[src/rtl/golden_nonce_reporter.sv]
// Golden nonce reporter: queues winning nonces from the hashing core and
// serialises each one as a 5-byte UART frame: HDR_BYTE, then the nonce MSB first.
//
// Ports:
//   hash_clk         - single clock, rising edge
//   reset            - asynchronous, active-high reset
//   new_golden_nonce - strobe, golden_nonce valid this cycle
//   golden_nonce     - 32-bit winning nonce
//   flush            - new-work strobe, discards queued (not in-flight) nonces
//   tx_byte/tx_valid - registered byte offer to the UART transmitter
//   tx_ready         - transmitter accepts tx_byte this cycle
//   fifo_count       - queued nonces, excluding the frame in flight
//   overflow         - sticky, set when a nonce is dropped
//   drop_count       - saturating count of dropped nonces
module golden_nonce_reporter #(
  parameter int unsigned DEPTH    = 4,
  parameter logic [7:0]  HDR_BYTE = 8'hAA
) (
  input  logic                     hash_clk,
  input  logic                     reset,
  input  logic                     new_golden_nonce,
  input  logic [31:0]              golden_nonce,
  input  logic                     flush,
  output logic [7:0]               tx_byte,
  output logic                     tx_valid,
  input  logic                     tx_ready,
  output logic [$clog2(DEPTH):0]   fifo_count,
  output logic                     overflow,
  output logic [7:0]               drop_count
);

  localparam int unsigned AW = $clog2(DEPTH);
  localparam int unsigned CW = AW + 1;

  localparam logic [2:0] StIdle = 3'd0;
  localparam logic [2:0] StHdr  = 3'd1;
  localparam logic [2:0] StB3   = 3'd2;
  localparam logic [2:0] StB2   = 3'd3;
  localparam logic [2:0] StB1   = 3'd4;
  localparam logic [2:0] StB0   = 3'd5;

  logic [31:0]   mem [DEPTH];
  logic [AW-1:0] wr_ptr_q, wr_ptr_d;
  logic [AW-1:0] rd_ptr_q, rd_ptr_d;
  logic [CW-1:0] count_q, count_d;
  logic [2:0]    state_q, state_d;
  logic [31:0]   frame_q, frame_d;
  logic [7:0]    tx_byte_q, tx_byte_d;
  logic          tx_valid_q, tx_valid_d;
  logic          overflow_q, overflow_d;
  logic [7:0]    drop_q, drop_d;

  logic hs;
  logic fifo_empty;
  logic fifo_full;
  logic push;
  logic load;
  logic wr_en;
  logic drop;

  function automatic logic [7:0] byte_sel(input logic [2:0] st, input logic [31:0] fr);
    logic [7:0] b;
    case (st)
      StHdr:   b = HDR_BYTE;
      StB3:    b = fr[31:24];
      StB2:    b = fr[23:16];
      StB1:    b = fr[15:8];
      StB0:    b = fr[7:0];
      default: b = 8'h00;
    endcase
    return b;
  endfunction

  always_comb begin
    hs         = tx_valid_q && tx_ready;
    fifo_empty = (count_q == '0);
    fifo_full  = (count_q == CW'(DEPTH));
    push       = new_golden_nonce && !flush;
    // Flush wins over a load on the same edge: every queued entry is stale.
    load       = !flush && !fifo_empty &&
                 ((state_q == StIdle) || ((state_q == StB0) && hs));
    // A pop on the same edge frees the slot, so a full FIFO can still accept.
    wr_en      = push && (!fifo_full || load);
    drop       = push && fifo_full && !load;
  end

  // FIFO bookkeeping; pointers wrap naturally since DEPTH is a power of two.
  always_comb begin
    wr_ptr_d = wr_ptr_q;
    rd_ptr_d = rd_ptr_q;
    count_d  = count_q;
    if (flush) begin
      wr_ptr_d = '0;
      rd_ptr_d = '0;
      count_d  = '0;
    end else begin
      if (wr_en) wr_ptr_d = wr_ptr_q + AW'(1);
      if (load)  rd_ptr_d = rd_ptr_q + AW'(1);
      case ({wr_en, load})
        2'b10:   count_d = count_q + CW'(1);
        2'b01:   count_d = count_q - CW'(1);
        default: count_d = count_q;
      endcase
    end
  end

  always_comb begin
    overflow_d = overflow_q | drop;
    drop_d     = drop_q;
    if (drop && (drop_q != 8'hFF)) drop_d = drop_q + 8'd1;
  end

  always_comb begin
    state_d = state_q;
    frame_d = load ? mem[rd_ptr_q] : frame_q;
    case (state_q)
      StIdle:  if (load) state_d = StHdr;
      StHdr:   if (hs) state_d = StB3;
      StB3:    if (hs) state_d = StB2;
      StB2:    if (hs) state_d = StB1;
      StB1:    if (hs) state_d = StB0;
      StB0:    if (hs) state_d = load ? StHdr : StIdle;
      default: state_d = StIdle;
    endcase
  end

  // Outputs are registered. Leaving IDLE, the load edge only moves the FSM to
  // HDR; tx_valid rises one edge later. Without a handshake the current byte
  // is (re)offered, so it holds under backpressure.
  always_comb begin
    if (state_q == StIdle) begin
      tx_valid_d = 1'b0;
      tx_byte_d  = 8'h00;
    end else if (hs) begin
      tx_valid_d = (state_d != StIdle);
      tx_byte_d  = byte_sel(state_d, frame_d);
    end else begin
      tx_valid_d = 1'b1;
      tx_byte_d  = byte_sel(state_q, frame_q);
    end
  end

  always_ff @(posedge hash_clk) begin
    if (wr_en) mem[wr_ptr_q] <= golden_nonce;
  end

  always_ff @(posedge hash_clk or posedge reset) begin
    if (reset) begin
      wr_ptr_q   <= '0;
      rd_ptr_q   <= '0;
      count_q    <= '0;
      state_q    <= StIdle;
      frame_q    <= '0;
      tx_byte_q  <= '0;
      tx_valid_q <= 1'b0;
      overflow_q <= 1'b0;
      drop_q     <= '0;
    end else begin
      wr_ptr_q   <= wr_ptr_d;
      rd_ptr_q   <= rd_ptr_d;
      count_q    <= count_d;
      state_q    <= state_d;
      frame_q    <= frame_d;
      tx_byte_q  <= tx_byte_d;
      tx_valid_q <= tx_valid_d;
      overflow_q <= overflow_d;
      drop_q     <= drop_d;
    end
  end

  assign tx_byte    = tx_byte_q;
  assign tx_valid   = tx_valid_q;
  assign fifo_count = count_q;
  assign overflow   = overflow_q;
  assign drop_count = drop_q;

endmodule

[config.mk]
export PLATFORM = sky130hd
export DESIGN_NAME = golden_nonce_reporter
export DESIGN_NICKNAME = d
export VERILOG_FILES = /design/src/rtl/golden_nonce_reporter.sv
export SDC_FILE = /design/constraint.sdc
export NUM_CORES = 1
export LEC_CHECK = 0
export ABC_AREA = 1
export CORE_MARGIN = 4
export CORE_UTILIZATION = 50
export CTS_BUF_LIST = sky130_fd_sc_hd__clkbuf_2 sky130_fd_sc_hd__clkbuf_4 sky130_fd_sc_hd__clkbuf_8
export CTS_CLUSTER_DIAMETER = 30
export DETAILED_ROUTE_END_ITERATION = 10
export PLACE_DENSITY = 0.84
export SYNTH_ARGS = -nofsm -noshare
export SYNTH_HDL_FRONTEND = slang
export SYNTH_SLANG_ARGS = --single-unit
[constraint.sdc]
create_clock -name hash_clk -period 2.95 [get_ports hash_clk]
set_input_delay 0.4425 -clock hash_clk [delete_from_list [all_inputs] [get_ports hash_clk]]
set_output_delay 0.4425 -clock hash_clk [all_outputs]
set_load 0.01 [all_outputs]
### Word level (Yosys, flattened, before mapping)

Memory sizes are Yosys's and may differ from the RTL's.
Index checks and enable logic that the tools add are counted.
W data, S select, Z words.

| storage, ports and cells | value |
|---|---|
| bits in writable memories | 128 |
| memories | 1 |
| output and inout bits | 21 |
| register bits after elaboration | 60 |
| bits of input ports | 37 |

| operators by class | value |
|---|---|
| bitwise gates (word level) | 1 |
| equality and inequality tests | 14 |
| add/sub/neg operators | 5 |
| muxes and demuxes | 23 |
| reductions and logical operators | 21 |

Memory list:

| memory | words | bits a word | rd ports | clocked after Yosys merged registers in | wr ports | line | RTL |
|---|---|---|---|---|---|---|---|
| mem | 4 | 32 | 1 | 0 | 1 | 42 | `logic [31:0] mem [DEPTH];` |

Operator list:

| kind | count |
|---|---|
| $pmux W8 S5 | 2 |
| $mux W32 | 1 |
| $mux W3 | 7 |
| $pmux W3 S6 | 1 |
| $mux W8 | 2 |
| $eq A3 B3 Y1 const B | 5 |
| $eq A3 B2 Y1 const B | 4 |
| $logic_and A1 B1 Y1 | 9 |
| $add A8 B1 Y8 const B | 1 |
| $mux W2 | 4 |
| $ne A8 B8 Y1 const B | 1 |
| $eq A3 B1 Y1 const B | 2 |
| $logic_not A3 Y1 | 2 |
| $pmux W3 S2 | 1 |
| $reduce_bool A3 Y1 | 2 |
| $mux W1 | 5 |
| $add A2 B1 Y2 const B | 2 |
| $logic_not A1 Y1 | 4 |
| $reduce_bool A2 Y1 | 2 |
| $add A3 B1 Y3 const B | 1 |
| $sub A3 B1 Y3 const B | 1 |
| $eq A2 B1 Y1 const B | 1 |
| $eq A2 B2 Y1 const B | 1 |
| $logic_or A1 B1 Y1 | 2 |
| $or A1 B1 Y1 | 1 |

### Logic depth before layout (Yosys ltp)

| depth | value |
|---|---|
| word-level depth | 11 |
| gate-level depth with buffers | 14 |
| depth with buffers taken out | 13 |

### Worst setup path after synthesis

Ideal clock, no wire load.

| timing | value |
|---|---|
| path type | input -> register |
| from | input port tx_ready |
| to | memory mem[0][0], enable pin |
| library setup time | 0.421 ns |
| path slack | -0.227 ns |
| data required time | 2.529 ns |
| stages | 9 |
| buffers on the path | 1 |
| arrival time | 2.756 ns |
| cell sequence | nand2_1 -> inv_1 -> nand3_2 -> nand2_4 -> nand2_4 -> buf_6 -> a21oi_4 -> inv_1 -> nor2_1 |

| on the way | value |
|---|---|
| longest elaborated chain between the ends | 8 |

Ends and longest elaborated chain:

| item | line | RTL |
|---|---|---|
| start, declared | 26 | `input logic tx_ready,` |
| $logic_and A1 B1 Y1 | 75 | `hs = tx_valid_q && tx_ready;` |
| $logic_and A1 B1 Y1 | 81 | `((state_q == StIdle) \|\| ((state_q == StB0) && hs));` |
| $logic_or A1 B1 Y1 | 81 |  |
| $logic_and A1 B1 Y1 | 80 | `load = !flush && !fifo_empty &&` |
| $logic_or A1 B1 Y1 | 83 | `wr_en = push && (!fifo_full \|\| load);` |
| $logic_and A1 B1 Y1 | 83 |  |
| $mux W1 | 144 | `if (wr_en) mem[wr_ptr_q] <= golden_nonce;` |
| $mux W1 (not written as such) | 144 |  |
| end, declared | 42 |  |

No other way between the ends.

### Final worst setup path

| timing | value |
|---|---|
| from | register rd_ptr_q[1] |
| to | register tx_byte_q[4], in the netlist tx_byte[4] |

| on the way | value |
|---|---|
| longest elaborated chain between the ends | 5 |

Ends and longest elaborated chain:

| item | line | RTL |
|---|---|---|
| start, declared | 44 | `logic [AW-1:0] rd_ptr_q, rd_ptr_d;` |
| start signal, assigned | 160 | `rd_ptr_q <= rd_ptr_d;` |
| $mem_v2 Z4 W32 | - |  |
| $mux W32 | 115 | `frame_d = load ? mem[rd_ptr_q] : frame_q;` |
| named net frame_d[12] | 47 | `logic [31:0] frame_q, frame_d;` |
| $pmux W8 S5 | 63 | `case (st)` |
| $mux W8 | 134 | `end else if (hs) begin` |
| $mux W8 | 131 | `if (state_q == StIdle) begin` |
| named net tx_byte_d[4] | 48 | `logic [7:0] tx_byte_q, tx_byte_d;` |
| end signal, assigned | 164 | `tx_byte_q <= tx_byte_d;` |
| end, declared | 48 |  |

The timed path passes the listed nets, and every way through them passes these cells.
A chain may end at the register's enable or synchronous reset.

==> results by group <==
Outcome
  • Outcome: complete, no violations

Floorplanning
  • Die height: 134 um
  • Die Wd: 134 um
  • Num ports: 58
  • Initial Util: 0.516
  • # rows: 45
  • Core area: 15400 um^2
  • DIE AREA: 18000 um^2

Critical path
  • CP max stage delay: 0.51 ns
  • Worst Setup End Kind: flop
  • Startpoint types: flop
  • Worst path most repeated cell: o21ai_0
  • CP max-delay cell: clkinv_1
  • Data required time of the worst path: approximately 3.3 ns
  • Buf+Inv Stages, Crit Path: 3
  • Worst R2R Start: rd_ptr_q[1]
  • Register-to-register setup slack: roughly 0.66 ns
  • Setup CP Type: reg2reg
  • Data arrival time of the worst path: 2.65 ns
  • R2r endpoint: tx_byte[4]
  • Max FO, Critical Path: 20
  • CP delay by family, top: buffers and inverters
  • Worst R2R Path Depth: 8
  • CP cell instances: clkinv_1 > buf_4 > o21ai_0 > o21ai_0 > o21ai_0 > inv_1 > a21oi_1 > nand3_1

Synthesis
  • Main synth FF type: edfxtp_1
  • Post-synth EDFFs: 128
  • Post-synthesis compound-gate area fraction: 0.0834
  • Post-synthesis xor/xnor area fraction: 0.00880
  • Multiplexer share of the synthesized area: 0.00424
  • Ys async rst share: 0.319
  • Count leader, synth: nand2_1
  • Post-Syn Area: 7970 um^2
  • Yosys top cell area share: 0.483
  • Register bit total from synthesis: 188
  • Simple-gate portion of the synthesized area: 0.171
  • Largest family of logic cells by synthesized area: simple AND/OR/NAND/NOR gates
  • Synth cell count leaders: nand2_1 (152), edfxtp_1 (128), nor2_1 (91)
  • Adder-cell share of the synthesized area: 0.0104
  • Syn nets: slightly below 800
  • Synthesized area per cell: 10.9 um^2
  • Syn. warnings: 0
  • Register area share after synthesis: 0.671
  • Syn Inst Count: 728
  • Largest area contributor in the netlist: edfxtp_1
  • Synth cell types: 40
  • Synth top area cells: edfxtp_1 (48%), dfrtp_1 (19%), nand2_1 (7.2%), o21ai_0 (4.8%), nor2_1 (4.3%)

Timing
  • RSZ-0062 raised after global routing: no
  • Clk_skew: 0.0179 ns
  • Final setup TNS: 0 ns
  • Hold Vio Cnt, Final: 0
  • Fmax: ~440 MHz
  • Final slew viol count: 0
  • Tmin final: between 2 and 2.5 ns
  • Final WS setup: between 0.6 and 0.7 ns
  • Slew HR: 0.521
  • Final Cycle Share: 0.775
  • Slew at the pin closest to its max-slew limit: between 0.7 and 0.8 ns
  • Final setup violation count: 0

Finish
  • Layout area overhead: 16.7%
  • Share of cells above drive strength 1: 0.102
  • FILL cells: around 1200
  • Final nets: 836
  • N_diodes: 0

Power and ir drop
  • PD cells: 883 nW/um^2
  • Sw frac: 0.367
  • Seq pwr share: 0.431
  • Clock power share: 0.232
  • P_leak: around 3.8 nW
  • Psw: 3.01 mW
  • Peak supply drop: 0.000552 V
  • Comb pwr share: 0.337
  • Int Pwr: 5.20 mW

Clocking
  • Clk_lat worst skew: approximately 0.48 ns
  • Post-CTS Repair Setup Buffers: 0
  • CTS tree: built
  • Post-CTS sizing: 0
  • CTS buffer count: 17
  • Clock root buffer: clkbuf_8
  • CTS Sinks: 188
  • H-tree levels: 4
  • Reg clk slew, reported paths: 0.11 ns
  • Bufs on Longest Clock Path: 2
  • Cts hold-fix bufs: 0

Drt
  • Via count: between 5000 and 6000
  • Final ANT Viol Nets: 0
  • DR iter-0 viols: 448
  • DRT Wirelength: roughly 17000 um
  • Vias per Instance: 5.39
  • Number of iterations in the first detailed-routing pass: 5
  • Avg WL per Cell: 16.7 um
  • DRC Markers: 0

Placed design
  • Port bufs: 57
  • Pre-CTS WS: 0.221 ns
  • DP HPWL: roughly 11000 um
  • Routability-driven placement congestion ratio: 0.917

GRT
  • Global-route wire length before repair: 27400 um
  • Initial antenna violation count: 0
  • Tot GR Track Use: 0.198
  • Number of global-route vias before repair: roughly 5300
  • Pin count of the biggest net entering global routing: 49
  • Grt ovf: 0

Run
  • Max Cap Viol: 0

Worst hold path
  • Hold Path Class: in2async
[power groups by stage]
| stage | clock (mW) | sequential [mW] | combinational, mW |
|---|---|---|---|
| CTS | 1.93 | 3.54 | 2.76 |
| finish | 1.90 | 3.54 | 2.77 |
| floorplan | 0 | 3.55 | 1.84 |
| global route | 2.03 | 3.59 | 3.08 |
| detailed placement | 0 | 3.59 | 2.74 |
| global placement | 0 | 3.58 | 2.66 |
[metrics by stage]
step | hold WS [ns] | std cells | cell area [um^2] | utilization | total power, mW
after floorplan | 0.445 | 728 | 7970 | - | 5.40
after global placement | 0.461 | 985 | 8840 | 0.573 | 6.24
after detailed placement | 0.465 | 985 | 8840 | 0.573 | 6.33
after CTS | 0.402 | 1017 | 9300 | 0.603 | 8.22
after global routing | 0.441 | 1017 | 9300 | 0.603 | 8.70
final | 0.403 | 1017 | 9300 | 0.603 | 8.21
[placed cells by master (no fill, tap or decap), types with 6 or more instances in the layout]
cell	n
buf_4	12
clkbuf_8	18
clkdlybuf4s50_1	57
dfrtp_1	59
edfxtp_1	128
inv_1	60
inv_2	6
inv_6	6
nand2_1	152
nand3_1	31
nand4_1	16
nor2_1	87
nor2_2	6
o21ai_0	76
o22ai_1	21
[flip-flops by register name, summed over array words and instances, names as in the netlist]
name / count
state_q: 3
mem: 128
frame_q: 32
wr_ptr_q: 2
drop_count: 8
tx_valid: 1
rd_ptr_q: 2
tx_byte: 8
fifo_count: 3
overflow: 1
[final cells by class]
cell class | count | area, um^2 | area share
sequential | 188 | 5350 | 0.575
multi-input combinational | 445 | 2220 | 0.239
timing repair buffer | 74 | 761 | 0.0818
tap | 211 | 264 | 0.0284
inverter | 67 | 251 | 0.0271
clock buffer | 18 | 248 | 0.0267
clock inverter | 14 | 204 | 0.0219
[routing by layer]
layer  share of wire  global-route usage  up-vias  wire length [um]
li1                -                   -     2597                 -
met4           0.016              0.0633        0               268
met2            0.50               0.324      218              8430
met1            0.42               0.264     2645              7180
met5               0                   0        -                 0
met3           0.067              0.0484       22              1150
[logic make-up after synthesis]
family	after synthesis
buffers and inverters	95
AND/OR/NAND/NOR	312
XOR/XNOR	8
multiplexers	3
flip-flops	188
adder cells (fa/ha/maj)	6
AO/OA/AOI/OAI	116
[worst max path at each step]
stage,start,cells past startpoint,to
floorplan,tx_ready,9,mem[0][0]
global placement,tx_ready,12,tx_byte[1]
detailed placement,tx_ready,12,tx_byte[7]
CTS,rd_ptr_q[1],8,tx_byte[4]
global route,tx_valid,11,tx_byte[1]
finish,rd_ptr_q[1],8,tx_byte[4]
Note: power is estimated with default switching activity, not from simulation.
